[src/rtl/uart_pkg.sv]
// Shared constants and FSM state types for the AXI-lite UART.
package uart_pkg;

  localparam logic [1:0] UART_RX_DATA = 2'd0;
  localparam logic [1:0] UART_TX_DATA = 2'd1;
  localparam logic [1:0] UART_STATUS  = 2'd2;
  localparam logic [1:0] UART_DIVISOR = 2'd3;

  localparam int ST_RX_NOT_EMPTY = 0;
  localparam int ST_TX_FULL      = 1;
  localparam int ST_RX_OVERRUN   = 2;
  localparam int ST_TX_EMPTY     = 3;

  typedef enum logic {BUS_IDLE, BUS_RESP} bus_state_t;
  typedef enum logic [1:0] {TX_IDLE, TX_START, TX_DATA, TX_STOP} tx_state_t;
  typedef enum logic [1:0] {RX_IDLE, RX_START, RX_DATA, RX_STOP} rx_state_t;

  // A programmed divisor of 0 behaves as 1 so the bit timers never stall.
  function automatic logic [15:0] eff_divisor(input logic [15:0] d);
    return (d == 16'd0) ? 16'd1 : d;
  endfunction

endpackage

[src/rtl/axi_lite_uart_if.sv]
// AXI-lite bus bundle between the CPU peripheral port and the UART.
interface axi_lite_uart_if #(
  parameter int ADDR_W = 13
);
  logic [ADDR_W-1:0] araddr;
  logic              arvalid;
  logic              arready;
  logic [31:0]       rdata;
  logic [1:0]        rresp;
  logic              rvalid;
  logic              rready;
  logic [ADDR_W-1:0] awaddr;
  logic              awvalid;
  logic              awready;
  logic [31:0]       wdata;
  logic [3:0]        wstrb;
  logic              wvalid;
  logic              wready;
  logic [1:0]        bresp;
  logic              bvalid;
  logic              bready;

  modport master (
    output araddr, arvalid, rready, awaddr, awvalid, wdata, wstrb, wvalid, bready,
    input  arready, rdata, rresp, rvalid, awready, wready, bresp, bvalid
  );

  modport slave (
    input  araddr, arvalid, rready, awaddr, awvalid, wdata, wstrb, wvalid, bready,
    output arready, rdata, rresp, rvalid, awready, wready, bresp, bvalid
  );
endinterface

[src/rtl/uart_fifo.sv]
// 8-bit synchronous FIFO; DEPTH must be a power of two so pointers wrap naturally.
module uart_fifo #(
  parameter int DEPTH = 16
) (
  input  logic       clk,
  input  logic       rst,
  input  logic       push,
  input  logic [7:0] push_data,
  input  logic       pop,
  output logic [7:0] pop_data,
  output logic       full,
  output logic       empty
);
  localparam int AW = $clog2(DEPTH);

  logic [7:0]    mem [DEPTH];
  logic [AW-1:0] wr_ptr, rd_ptr;
  logic [AW:0]   count;
  logic          do_push, do_pop;

  assign empty    = (count == '0);
  assign full     = (count == (AW+1)'(DEPTH));
  // A pop frees the slot a same-cycle push on a full FIFO lands in.
  assign do_pop   = pop && !empty;
  assign do_push  = push && (!full || do_pop);
  assign pop_data = mem[rd_ptr];

  always_ff @(posedge clk or posedge rst) begin
    if (rst) begin
      wr_ptr <= '0;
      rd_ptr <= '0;
      count  <= '0;
    end else begin
      if (do_push) wr_ptr <= wr_ptr + 1'b1;
      if (do_pop)  rd_ptr <= rd_ptr + 1'b1;
      case ({do_push, do_pop})
        2'b10:   count <= count + 1'b1;
        2'b01:   count <= count - 1'b1;
        default: ;
      endcase
    end
  end

  always_ff @(posedge clk) begin
    if (do_push) mem[wr_ptr] <= push_data;
  end
endmodule

[src/rtl/axi_lite_uart.sv]
// AXI-lite 8N1 UART with TX/RX FIFOs and programmable bit divisor.
// Optional UART_IRQ_EN adds the irq output and the ie field at divisor[17:16].
//   state     | meaning
//   BUS_IDLE  | ready to accept an address (read) or aw/w pair (write)
//   BUS_RESP  | holding rvalid / bvalid until the master takes it
//   TX_IDLE   | line high, waiting for a byte in the TX FIFO
//   TX_START  | driving the start bit
//   TX_DATA   | shifting 8 data bits, LSB first
//   TX_STOP   | driving the stop bit
//   RX_IDLE   | waiting for a falling edge on the synchronised line
//   RX_START  | checking the start bit at mid-bit
//   RX_DATA   | sampling 8 data bits
//   RX_STOP   | sampling the stop bit, then push or discard
module axi_lite_uart
  import uart_pkg::*;
#(
  parameter int          FIFO_DEPTH      = 16,
  parameter logic [15:0] DEFAULT_DIVISOR = 16'd868,
  parameter int          ADDR_W          = 13
) (
  input  logic            clk,
  input  logic            rst,
  axi_lite_uart_if.slave  bus,
  input  logic            sin,
  output logic            sout
`ifdef UART_IRQ_EN
  ,
  output logic            irq
`endif
);
  logic [ADDR_W-1:0] ar_addr, aw_addr;
  logic [1:0]        ar_sel, aw_sel;
  logic              unused_bits;

  assign ar_addr     = bus.araddr;
  assign aw_addr     = bus.awaddr;
  assign ar_sel      = ar_addr[3:2];
  assign aw_sel      = aw_addr[3:2];
  assign unused_bits = ^{ar_addr, aw_addr, bus.wdata, bus.wstrb};

  logic [15:0] div_q, div_eff, div_load, div_half, half_load;
  logic [1:0]  ie_q;
  logic        overrun_q;

  assign div_eff   = eff_divisor(div_q);
  assign div_load  = div_eff - 16'd1;
  assign div_half  = div_eff >> 1;
  assign half_load = (div_half == 16'd0) ? 16'd0 : div_half - 16'd1;

  logic       tx_push, tx_pop, tx_fifo_full, tx_fifo_empty;
  logic [7:0] tx_pop_data;
  logic       rx_push, rx_pop, rx_fifo_full, rx_fifo_empty, rx_ovf;
  logic [7:0] rx_pop_data, rx_shift, rx_shift_n;

  uart_fifo #(.DEPTH(FIFO_DEPTH)) u_tx_fifo (
    .clk(clk), .rst(rst), .push(tx_push), .push_data(bus.wdata[7:0]),
    .pop(tx_pop), .pop_data(tx_pop_data), .full(tx_fifo_full), .empty(tx_fifo_empty)
  );

  uart_fifo #(.DEPTH(FIFO_DEPTH)) u_rx_fifo (
    .clk(clk), .rst(rst), .push(rx_push), .push_data(rx_shift_n),
    .pop(rx_pop), .pop_data(rx_pop_data), .full(rx_fifo_full), .empty(rx_fifo_empty)
  );

  tx_state_t tx_state, tx_state_n;
  logic      tx_empty;
  assign tx_empty = tx_fifo_empty && (tx_state == TX_IDLE);

  // ---------------- read channel ----------------
  bus_state_t  rd_state, rd_state_n;
  logic        rd_en_q, ar_fire;
  logic [31:0] rd_val, rdata_q, status_word;

  assign bus.arready = rd_en_q && (rd_state == BUS_IDLE);
  assign ar_fire     = bus.arvalid && bus.arready;
  assign bus.rvalid  = (rd_state == BUS_RESP);
  assign bus.rdata   = rdata_q;
  assign bus.rresp   = 2'b00;
  assign rx_pop      = ar_fire && (ar_sel == UART_RX_DATA) && !rx_fifo_empty;

  always_comb begin
    status_word                  = '0;
    status_word[ST_RX_NOT_EMPTY] = !rx_fifo_empty;
    status_word[ST_TX_FULL]      = tx_fifo_full;
    status_word[ST_RX_OVERRUN]   = overrun_q;
    status_word[ST_TX_EMPTY]     = tx_empty;
  end

  always_comb begin
    rd_val = '0;
    case (ar_sel)
      UART_RX_DATA: rd_val = rx_fifo_empty ? 32'd0 : {24'd0, rx_pop_data};
      UART_STATUS:  rd_val = status_word;
      UART_DIVISOR: rd_val = {14'd0, ie_q, div_q};
      default:      rd_val = '0;
    endcase
  end

  always_comb begin
    rd_state_n = rd_state;
    case (rd_state)
      BUS_IDLE: if (ar_fire)    rd_state_n = BUS_RESP;
      BUS_RESP: if (bus.rready) rd_state_n = BUS_IDLE;
      default:                  rd_state_n = BUS_IDLE;
    endcase
  end

  always_ff @(posedge clk or posedge rst) begin
    if (rst) begin
      rd_state <= BUS_IDLE;
      rd_en_q  <= 1'b0;
      rdata_q  <= '0;
    end else begin
      rd_state <= rd_state_n;
      rd_en_q  <= 1'b1;
      if (ar_fire) rdata_q <= rd_val;
    end
  end

  // ---------------- write channel ----------------
  bus_state_t wr_state, wr_state_n;
  logic       aw_fire, ovr_clr;

  assign aw_fire     = (wr_state == BUS_IDLE) && bus.awvalid && bus.wvalid;
  assign bus.awready = aw_fire;
  assign bus.wready  = aw_fire;
  assign bus.bvalid  = (wr_state == BUS_RESP);
  assign bus.bresp   = 2'b00;
  assign tx_push     = aw_fire && (aw_sel == UART_TX_DATA) && bus.wstrb[0];
  assign ovr_clr     = aw_fire && (aw_sel == UART_STATUS) && bus.wstrb[0] && bus.wdata[ST_RX_OVERRUN];

  always_comb begin
    wr_state_n = wr_state;
    case (wr_state)
      BUS_IDLE: if (aw_fire)    wr_state_n = BUS_RESP;
      BUS_RESP: if (bus.bready) wr_state_n = BUS_IDLE;
      default:                  wr_state_n = BUS_IDLE;
    endcase
  end

  always_ff @(posedge clk or posedge rst) begin
    if (rst) begin
      wr_state  <= BUS_IDLE;
      div_q     <= DEFAULT_DIVISOR;
      overrun_q <= 1'b0;
    end else begin
      wr_state <= wr_state_n;
      if (aw_fire && (aw_sel == UART_DIVISOR)) begin
        if (bus.wstrb[0]) div_q[7:0]  <= bus.wdata[7:0];
        if (bus.wstrb[1]) div_q[15:8] <= bus.wdata[15:8];
      end
      // A new overrun wins over a same-cycle clear.
      if (rx_ovf)       overrun_q <= 1'b1;
      else if (ovr_clr) overrun_q <= 1'b0;
    end
  end

`ifdef UART_IRQ_EN
  always_ff @(posedge clk or posedge rst) begin
    if (rst) begin
      ie_q <= 2'b00;
      irq  <= 1'b0;
    end else begin
      if (aw_fire && (aw_sel == UART_DIVISOR) && bus.wstrb[2]) ie_q <= bus.wdata[17:16];
      irq <= (!rx_fifo_empty && ie_q[0]) || (tx_empty && ie_q[1]);
    end
  end
`else
  assign ie_q = 2'b00;
`endif

  // ---------------- transmitter ----------------
  logic [15:0] tx_cnt, tx_cnt_n;
  logic [2:0]  tx_idx, tx_idx_n;
  logic [7:0]  tx_shift, tx_shift_n;
  logic        sout_n;

  always_comb begin
    tx_state_n = tx_state;
    tx_cnt_n   = tx_cnt;
    tx_idx_n   = tx_idx;
    tx_shift_n = tx_shift;
    sout_n     = sout;
    tx_pop     = 1'b0;
    case (tx_state)
      TX_IDLE: begin
        sout_n = 1'b1;
        if (!tx_fifo_empty) begin
          tx_pop     = 1'b1;
          tx_shift_n = tx_pop_data;
          tx_cnt_n   = div_load;
          tx_state_n = TX_START;
          sout_n     = 1'b0;
        end
      end
      TX_START: begin
        if (tx_cnt == 16'd0) begin
          tx_state_n = TX_DATA;
          tx_cnt_n   = div_load;
          tx_idx_n   = 3'd0;
          sout_n     = tx_shift[0];
        end else tx_cnt_n = tx_cnt - 16'd1;
      end
      TX_DATA: begin
        if (tx_cnt == 16'd0) begin
          tx_cnt_n = div_load;
          if (tx_idx == 3'd7) begin
            tx_state_n = TX_STOP;
            sout_n     = 1'b1;
          end else begin
            tx_idx_n   = tx_idx + 3'd1;
            tx_shift_n = {1'b0, tx_shift[7:1]};
            sout_n     = tx_shift[1];
          end
        end else tx_cnt_n = tx_cnt - 16'd1;
      end
      TX_STOP: begin
        if (tx_cnt == 16'd0) begin
          // Chain straight into the next start bit when more data waits.
          if (!tx_fifo_empty) begin
            tx_pop     = 1'b1;
            tx_shift_n = tx_pop_data;
            tx_cnt_n   = div_load;
            tx_state_n = TX_START;
            sout_n     = 1'b0;
          end else begin
            tx_state_n = TX_IDLE;
            sout_n     = 1'b1;
          end
        end else tx_cnt_n = tx_cnt - 16'd1;
      end
    endcase
  end

  always_ff @(posedge clk or posedge rst) begin
    if (rst) begin
      tx_state <= TX_IDLE;
      tx_cnt   <= '0;
      tx_idx   <= '0;
      tx_shift <= '0;
      sout     <= 1'b1;
    end else begin
      tx_state <= tx_state_n;
      tx_cnt   <= tx_cnt_n;
      tx_idx   <= tx_idx_n;
      tx_shift <= tx_shift_n;
      sout     <= sout_n;
    end
  end

  // ---------------- receiver ----------------
  rx_state_t   rx_state, rx_state_n;
  logic [15:0] rx_cnt, rx_cnt_n;
  logic [2:0]  rx_idx, rx_idx_n;
  logic        sin_meta, sin_sync, sin_d;

  always_comb begin
    rx_state_n = rx_state;
    rx_cnt_n   = rx_cnt;
    rx_idx_n   = rx_idx;
    rx_shift_n = rx_shift;
    rx_push    = 1'b0;
    rx_ovf     = 1'b0;
    case (rx_state)
      RX_IDLE: begin
        if (sin_d && !sin_sync) begin
          rx_state_n = RX_START;
          rx_cnt_n   = half_load;
        end
      end
      RX_START: begin
        if (rx_cnt == 16'd0) begin
          if (sin_sync) rx_state_n = RX_IDLE;
          else begin
            rx_state_n = RX_DATA;
            rx_cnt_n   = div_load;
            rx_idx_n   = 3'd0;
          end
        end else rx_cnt_n = rx_cnt - 16'd1;
      end
      RX_DATA: begin
        if (rx_cnt == 16'd0) begin
          rx_shift_n = {sin_sync, rx_shift[7:1]};
          rx_cnt_n   = div_load;
          if (rx_idx == 3'd7) rx_state_n = RX_STOP;
          else                rx_idx_n   = rx_idx + 3'd1;
        end else rx_cnt_n = rx_cnt - 16'd1;
      end
      RX_STOP: begin
        if (rx_cnt == 16'd0) begin
          rx_state_n = RX_IDLE;
          if (sin_sync) begin
            if (rx_fifo_full) rx_ovf  = 1'b1;
            else              rx_push = 1'b1;
          end
        end else rx_cnt_n = rx_cnt - 16'd1;
      end
    endcase
  end

  always_ff @(posedge clk or posedge rst) begin
    if (rst) begin
      sin_meta <= 1'b1;
      sin_sync <= 1'b1;
      sin_d    <= 1'b1;
      rx_state <= RX_IDLE;
      rx_cnt   <= '0;
      rx_idx   <= '0;
      rx_shift <= '0;
    end else begin
      sin_meta <= sin;
      sin_sync <= sin_meta;
      sin_d    <= sin_sync;
      rx_state <= rx_state_n;
      rx_cnt   <= rx_cnt_n;
      rx_idx   <= rx_idx_n;
      rx_shift <= rx_shift_n;
    end
  end
endmodule

[src/flat_wrapper.sv]
// flat-port wrapper written by rule: the top's interface ports become plain ports
module axi_lite_uart_flat import uart_pkg::*;
#(
  parameter int          FIFO_DEPTH      = 16,
  parameter logic [15:0] DEFAULT_DIVISOR = 16'd868,
  parameter int          ADDR_W          = 13
)
  (clk, rst, sin, sout, bus_araddr, bus_arvalid, bus_rready, bus_awaddr, bus_awvalid, bus_wdata, bus_wstrb, bus_wvalid, bus_bready, bus_arready, bus_rdata, bus_rresp, bus_rvalid, bus_awready, bus_wready, bus_bresp, bus_bvalid);
  axi_lite_uart_if #(.ADDR_W(ADDR_W)) bus_i ();
  input  logic clk;
  input  logic rst;
  input  logic sin;
  output logic sout;
  input wire logic [$bits(bus_i.araddr)-1:0] bus_araddr;
  input wire logic [$bits(bus_i.arvalid)-1:0] bus_arvalid;
  input wire logic [$bits(bus_i.rready)-1:0] bus_rready;
  input wire logic [$bits(bus_i.awaddr)-1:0] bus_awaddr;
  input wire logic [$bits(bus_i.awvalid)-1:0] bus_awvalid;
  input wire logic [$bits(bus_i.wdata)-1:0] bus_wdata;
  input wire logic [$bits(bus_i.wstrb)-1:0] bus_wstrb;
  input wire logic [$bits(bus_i.wvalid)-1:0] bus_wvalid;
  input wire logic [$bits(bus_i.bready)-1:0] bus_bready;
  output wire logic [$bits(bus_i.arready)-1:0] bus_arready;
  output wire logic [$bits(bus_i.rdata)-1:0] bus_rdata;
  output wire logic [$bits(bus_i.rresp)-1:0] bus_rresp;
  output wire logic [$bits(bus_i.rvalid)-1:0] bus_rvalid;
  output wire logic [$bits(bus_i.awready)-1:0] bus_awready;
  output wire logic [$bits(bus_i.wready)-1:0] bus_wready;
  output wire logic [$bits(bus_i.bresp)-1:0] bus_bresp;
  output wire logic [$bits(bus_i.bvalid)-1:0] bus_bvalid;
  assign bus_i.araddr = bus_araddr;
  assign bus_i.arvalid = bus_arvalid;
  assign bus_i.rready = bus_rready;
  assign bus_i.awaddr = bus_awaddr;
  assign bus_i.awvalid = bus_awvalid;
  assign bus_i.wdata = bus_wdata;
  assign bus_i.wstrb = bus_wstrb;
  assign bus_i.wvalid = bus_wvalid;
  assign bus_i.bready = bus_bready;
  assign bus_arready = bus_i.arready;
  assign bus_rdata = bus_i.rdata;
  assign bus_rresp = bus_i.rresp;
  assign bus_rvalid = bus_i.rvalid;
  assign bus_awready = bus_i.awready;
  assign bus_wready = bus_i.wready;
  assign bus_bresp = bus_i.bresp;
  assign bus_bvalid = bus_i.bvalid;
  axi_lite_uart #(.FIFO_DEPTH(FIFO_DEPTH), .DEFAULT_DIVISOR(DEFAULT_DIVISOR), .ADDR_W(ADDR_W)) u_core (.clk(clk), .rst(rst), .bus(bus_i), .sin(sin), .sout(sout));
endmodule
[config.mk]
export PLATFORM = sky130hd
export DESIGN_NAME = axi_lite_uart_flat
export DESIGN_NICKNAME = d
export VERILOG_FILES = /design/src/rtl/uart_pkg.sv /design/src/rtl/axi_lite_uart_if.sv /design/src/rtl/uart_fifo.sv /design/src/rtl/axi_lite_uart.sv /design/src/flat_wrapper.sv
export SDC_FILE = /design/constraint.sdc
export NUM_CORES = 1
export LEC_CHECK = 0
export ABC_AREA = 1
export CORE_UTILIZATION = 60
export CTS_CLUSTER_SIZE = 12
export DETAILED_ROUTE_END_ITERATION = 7
export PLACE_DENSITY_LB_ADDON = 0.1
export SLEW_MARGIN = 0
export SYNTH_ARGS = -nofsm -noshare
export SYNTH_HDL_FRONTEND = slang
export SYNTH_SLANG_ARGS = --single-unit
[constraint.sdc]
create_clock -name clk -period 8.8 [get_ports clk]
set_input_delay 1.76 -clock clk [delete_from_list [all_inputs] [get_ports clk]]
set_output_delay 1.76 -clock clk [all_outputs]
set_load 0.005 [all_outputs]
==> results of run 1 <==
==> report_power, final <==
part	switching [mW]	internal (mW)	leakage, nW
Clock	0.697	0.929	0.614
Combinational	1.59	0.798	3.56
Sequential	0.234	2.12	3.90
==> routing by layer <==
metal	part of all wire [%]	track usage [%]	vias up	wire length (um)
met5	0	0	-	0
met4	2.8	9.53	0	1200
met3	7.0	4.72	77	3020
met2	46	45.3	489	19700
met1	44	39.8	6374	19000
li1	-	-	6420	-
==> Yosys cell counts (18+ instances only) <==
cell type	instances	area, sq um
nor2_1	296	1110
edfxtp_1	256	7690
xor2_1	46	403
nand2_1	297	1110
o22ai_1	18	113
buf_2	18	90.1
ha_1	35	438
nand3_1	104	521
clkbuf_1	47	176
a21oi_1	65	325
o21ai_0	206	1030
dfrtp_1	115	2880
o211ai_1	36	270
inv_1	130	488
buf_4	21	158
==> kinds of logic (layout without fill, tap and decap cells) <==
logic type | Yosys count | count (layout) | synth area share, %
simple gates | 749 | 749 | 17.2
xor+xnor | 49 | 49 | 2.36
other cells | 2 | 21 | 0.0412
buf+inv | 229 | 277 | 5.37
flops | 380 | 380 | 59.3
fa+ha+maj | 37 | 37 | 2.62
mux | 13 | 13 | 0.756
compound gates | 392 | 392 | 12.3
==> through the flow <==
step / total power [mW] / instance area, sq um / worst slack [ps] / hold WS, ps / util [%]
after floorplan: 4.07 / 18300 / 3760 / 345 / -
after global placement: 4.66 / 18900 / 4070 / 347 / 63.7
after detailed placement: 4.72 / 18900 / 4050 / 348 / 63.7
after CTS: 6.35 / 20200 / 4050 / 357 / 68.0
after global routing: 6.79 / 20200 / 3980 / 357 / 68.0
final: 6.37 / 20200 / 4060 / 358 / 68.0
==> flip-flops by register name, indices dropped and copies added (netlist names), 4 cells and up, named ones only <==
register                 count
u_core.u_rx_fifo.mem       128
u_core.u_tx_fifo.mem       128
u_core.bus.rdata            16
u_core.div_q                16
u_core.rx_cnt               16
u_core.tx_cnt               16
u_core.rx_shift              8
u_core.tx_shift              8
u_core.u_rx_fifo.count       5
u_core.u_tx_fifo.count       5
u_core.u_rx_fifo.rd_ptr      4
u_core.u_rx_fifo.wr_ptr      4
u_core.u_tx_fifo.rd_ptr      4
u_core.u_tx_fifo.wr_ptr      4
==> worst paths after layout <==
check	endpoint	from	depth (start not counted)	slack, ps
max in group asynchronous	u_core.u_tx_fifo.rd_ptr[0]$_DFFE_PP0P_	rst	3	5810
min reg2reg	u_core.sin_sync$_DFF_PP1_	u_core.sin_meta$_DFF_PP1_	0	360
max reg2reg	u_core.u_tx_fifo.mem[12][5]$_DFFE_PP_	u_core.u_tx_fifo.count[0]$_DFFE_PP0P_	10	5020
max	bus_awready	bus_awvalid	4	4060
min	u_core.sin_sync$_DFF_PP1_	u_core.sin_meta$_DFF_PP1_	0	360
min in group asynchronous	u_core.u_rx_fifo.wr_ptr[3]$_DFFE_PP0P_	rst	2	1680
==> critical path: stages <==
cell and delay [ps]:
clkdlybuf4s50_1 460, nand3_1 100, inv_1 140, clkdlybuf4s50_1 520
==> final cells by class <==
class	count	area, sq um
inverter	137	522
clock buffer	66	1180
timing repair buffer	64	608
multi-input combinational	1261	6500
clock inverter	10	87.6
sequential	380	10800
fill	2268	9520
tap	390	488
==> impl_metrics.env, run 1 <==
export IMPL_postSynthCellCount=1851
export IMPL_grt_pass1_wl_um=68000
export IMPL_fin_crit_sh_pct=53.9
export IMPL_initial_core_util_pct=61.3
export IMPL_synth_async_reset_ratio_pct=32.6
export IMPL_synth_ff_type="edfxtp_1"
export IMPL_drt_iter0_markers=1311
export IMPL_hold_violations=0
export IMPL_cts_resized=0
export IMPL_drive_gt1_share_pct=6.05
export IMPL_clock_latency_ps=540
export IMPL_dp_hpwl_um=27700
export IMPL_cts_htree_levels=2
export IMPL_required_ps=7040
export IMPL_yosysUniqueCellTypes=59
export IMPL_routed_via_count=13400
export IMPL_crit_type="input pin to output pin"
export IMPL_ir_drop_mv=0.196
export IMPL_fin_skew_ps=13.1
export IMPL_root_buffer="clkbuf_16"
export IMPL_rows=63
export IMPL_powerDensity_nw_per_um2=315
export IMPL_worst_slew_pin_transition_ps=891
export IMPL_final_antenna_net_count=0
export IMPL_endpoint_kind="output pin"
export IMPL_syn2layout_area_growth_pct=10.9
export IMPL_critPathLaunchType="input pin"
export IMPL_drc_errors=0
export IMPL_p_leak_nw=8.08
export IMPL_layout_common_cells="nand2_1, nor2_1, edfxtp_1"
export IMPL_pin_count=112
export IMPL_crit_fanout=5
export IMPL_dpl_cell_count=2232
export IMPL_numPortBuffers=51
export IMPL_syn_avg_cell_area_sq_um=9.84
export IMPL_cp_data_arrival_time_ps=2980
export IMPL_synth_edf_count=256
export IMPL_die_w_um=176
export IMPL_clk_pin_slew_ps=60
export IMPL_rsz0062_at_grt="no"
export IMPL_antenna_found_initial=0
export IMPL_drt_wl_total_um=43000
export IMPL_seq_area_frac_synth_pct=59.3
export IMPL_min_period_ps=4740
export IMPL_post_cts_setup_buffers=0
export IMPL_vias_per_cell=5.79
export IMPL_clock_sinks=380
export IMPL_cts_inserted_buffers=41
export IMPL_min_path_type="flip-flop to flip-flop"
export IMPL_die_area_sq_um=31100
export IMPL_setup_viol=0
export IMPL_wl_per_cell_um=18.6
export IMPL_die_h_um=176
export IMPL_antennaDiodeCount=0
export IMPL_overflow=0
export IMPL_finalNetCount=1992
export IMPL_dr_pass1_iters=5
export IMPL_setup_tns_ps=0
export IMPL_relSlewSlack_pct=40.2
export IMPL_grt_max_degree=72
export IMPL_track_usage_pct=28.4
export IMPL_outcome="finished, final reports clean"
export IMPL_final_max_slew_violation_count=0
export IMPL_netlist_area_sq_um=18200
export IMPL_fmax_mhz=211
export IMPL_place_gp_congestion=0.907
export IMPL_final_common_cell="nand2_1"
export IMPL_clk_path_buf_depth=3
export IMPL_ctsHoldBuffers=0
export IMPL_cap_violations=0
export IMPL_grt_pass1_vias=12800
export IMPL_ys_seq_elements=380
export IMPL_yosys_warnings=0
export IMPL_cts_tree="yes"
export IMPL_core_area_sq_um=29700
export IMPL_final_cells=2308
Power figures use the tool's default switching activity.
==> inputs of run 2 (changes only) <==
Clock period 8.8 ns to 4.98 ns, I/O delays scaled along.
==> run 2 against run 1 <==
Effect of this change: core utilization is 0.30 points higher; combinational power is 77% higher; die area stayed put; wire length is 2.0% higher; count of clock-buffer cells in the layout is 5 lower; register-to-register slack worse by 3400 ps; clock skew is 4.7 ps higher; critical path depth is 7 higher; non-clock buffer count is 4 higher; highest routed layer unchanged.
==> impl_metrics.env, run 2 (synthesized netlist as in run 1, its figures left out) <==
export IMPL_final_setup_worst_slack_ps=1630
export IMPL_worst_slew_pin_transition_ps=1180
export IMPL_core_area_sq_um=29700
export IMPL_nFillCells=2276
export IMPL_cp_top_family="simple AND/OR/NAND/NOR gates"
export IMPL_holdCritStartpoint="u_core.sin_meta$_DFF_PP1_"
export IMPL_finalNetCount=1996
export IMPL_min_path_cells=0
export IMPL_rrSetupSlack_ps=1630
export IMPL_endpoint_kind="flip-flop"
export IMPL_fin_area_sq_um=20300
export IMPL_cts_tree="yes"
export IMPL_initial_core_util_pct=61.3
export IMPL_critPathLaunchType="flip-flop"
export IMPL_dpl_cell_count=2236
export IMPL_fin_crit_sh_pct=67.3
export IMPL_drt_iter0_markers=1186
export IMPL_relSlewSlack_pct=20.6
export IMPL_final_common_cell="nand2_1"
export IMPL_min_period_ps=3350
export IMPL_cts_htree_levels=2
export IMPL_grt_pass1_wl_um=69500
export IMPL_outcome="finished, final reports clean"
export IMPL_numPortBuffers=51
export IMPL_multi_input_area_sq_um=6500
export IMPL_clock_latency_ps=550
export IMPL_root_buffer="clkbuf_16"
export IMPL_vias_per_cell=5.87
export IMPL_required_ps=5140
export IMPL_cts_resized=0
export IMPL_ir_drop_mv=0.417
export IMPL_die_area_sq_um=31100
export IMPL_r2r_start="u_core.u_tx_fifo.count[0]$_DFFE_PP0P_"
export IMPL_cts_inserted_buffers=41
export IMPL_largest_registers="u_core.u_rx_fifo.mem x128, u_core.u_tx_fifo.mem x128"
export IMPL_cp_slowest_cell="nor2_1"
export IMPL_post_cts_setup_buffers=0
export IMPL_pin_count=112
export IMPL_detailedPlace_worstSlack_ps=1410
export IMPL_die_w_um=176
export IMPL_clk_path_buf_depth=3
export IMPL_final_max_slew_violation_count=0
export IMPL_dp_hpwl_um=28300
export IMPL_antennaDiodeCount=0
export IMPL_dr_pass1_iters=7
export IMPL_drive_gt1_share_pct=6.41
export IMPL_place_gp_congestion=0.918
export IMPL_clk_pin_slew_ps=60
export IMPL_placed_area_sq_um=19000
export IMPL_drc_errors=0
export IMPL_antenna_found_initial=0
export IMPL_cp_slowest_stage_delay_ps=700
export IMPL_drt_wl_total_um=43900
export IMPL_die_h_um=176
export IMPL_hold_violations=0
export IMPL_powerDensity_nw_per_um2=561
export IMPL_cp_depth=11
export IMPL_p_leak_nw=8.13
export IMPL_overflow=0
export IMPL_cp_cell_sequence="nor2_1 -> nand3_1 -> buf_4 -> inv_1 -> o21ai_2 -> nand2_4 -> nand2_1 -> nand2_1 -> inv_1 -> nand2_1 -> nor2_1"
export IMPL_path_buf_inv=3
export IMPL_cpMostUsedCell="nand2_1"
export IMPL_track_usage_pct=29.0
export IMPL_fmax_mhz=298
export IMPL_whs_endpoint="u_core.sin_sync$_DFF_PP1_"
export IMPL_layout_common_cells="nand2_1, nor2_1, edfxtp_1"
export IMPL_setup_tns_ps=0
export IMPL_crit_fanout=20
export IMPL_register_area_sq_um=10800
export IMPL_final_antenna_net_count=0
export IMPL_cp_data_arrival_time_ps=3510
export IMPL_min_path_type="flip-flop to flip-flop"
export IMPL_reg2reg_to="u_core.u_tx_fifo.mem[5][6]$_DFFE_PP_"
export IMPL_routed_via_count=13600
export IMPL_worst_r2r_cell_count=11
export IMPL_grt_max_degree=104
export IMPL_ctsHoldBuffers=0
export IMPL_grt_pass1_vias=12900
export IMPL_clock_sinks=380
export IMPL_rows=63
export IMPL_cap_violations=0
export IMPL_fin_skew_ps=17.9
export IMPL_final_cells=2310
export IMPL_wl_per_cell_um=19.0
export IMPL_syn2layout_area_growth_pct=11.4
export IMPL_rsz0062_at_grt="no"
export IMPL_crit_type="flip-flop to flip-flop"
export IMPL_setup_viol=0
[run 2: cell count changes in the layout (fill, tap and decap cells not counted)]
| cell | before | now |
|---|---|---|
| buf_4 | 13 | 17 |
| bufinv_16 | 0 | 2 |
| clkbuf_1 | 20 | 14 |
| clkbuf_16 | 42 | 41 |
| clkbuf_8 | 4 | 6 |
| clkinv_1 | 6 | 7 |
| clkinv_16 | 0 | 1 |
| clkinv_2 | 6 | 7 |
| clkinvlp_4 | 1 | 0 |
| inv_8 | 1 | 0 |
[run 2: per-layer routing]
metal,wire length [um],vias up,track usage [%]
met5,0,-,0
met4,1360,0,10.3
met3,3230,86,4.29
met2,20600,561,46.5
met1,18700,6482,40.5
li1,-,6430,-
[run 2: worst max-delay path by stage]
stage                     slack (ps)                              endpoint                                  start
after floorplan                  700            asynchronous set/reset pin                                    rst
after global placement          1470  u_core.u_tx_fifo.mem[4][1]$_DFFE_PP_                             bus_wvalid
after detailed placement        1410  u_core.u_tx_fifo.mem[5][2]$_DFFE_PP_                             bus_wvalid
after CTS                       1650  u_core.u_tx_fifo.mem[5][0]$_DFFE_PP_  u_core.u_tx_fifo.count[0]$_DFFE_PP0P_
after global routing            1410  u_core.u_tx_fifo.mem[5][5]$_DFFE_PP_  u_core.u_tx_fifo.count[0]$_DFFE_PP0P_
final                           1630  u_core.u_tx_fifo.mem[5][6]$_DFFE_PP_  u_core.u_tx_fifo.count[0]$_DFFE_PP0P_
[run 2: metrics by stage]
| stage | power (mW) | hold slack [ps] | utilization, % |
|---|---|---|---|
| after global routing | 12.1 | 362 | 68.3 |
| final | 11.4 | 356 | 68.3 |
| after global placement | 8.25 | 346 | 63.8 |
| after CTS | 11.4 | 358 | 68.3 |
| after floorplan | 7.20 | 345 | - |
| after detailed placement | 8.38 | 349 | 63.8 |
[run 2: area by class of cell]
type                       count  area share [%]
sequential                   380            53.3
multi-input combinational   1261            32.1
clock buffer                  61            5.72
timing repair buffer          68            3.15
inverter                     137            2.57
tap                          390            2.41
clock inverter                13           0.827
[run 2: worst register-to-register path, delay by kind of cell (launching register included)]
family | cells | cell delay, ps
flip-flops | 1 | 430
AO/OA/AOI/OAI | 1 | 380
buffers and inverters | 3 | 770
AND/OR/NAND/NOR | 7 | 1380
[run 2: power by group]
part | switching (mW) | internal (mW) | leakage [nW]
clock network | 1.25 | 1.74 | 0.648
logic | 2.81 | 1.43 | 3.58
registers | 0.420 | 3.75 | 3.90
total | 4.48 | 6.91 | 8.13
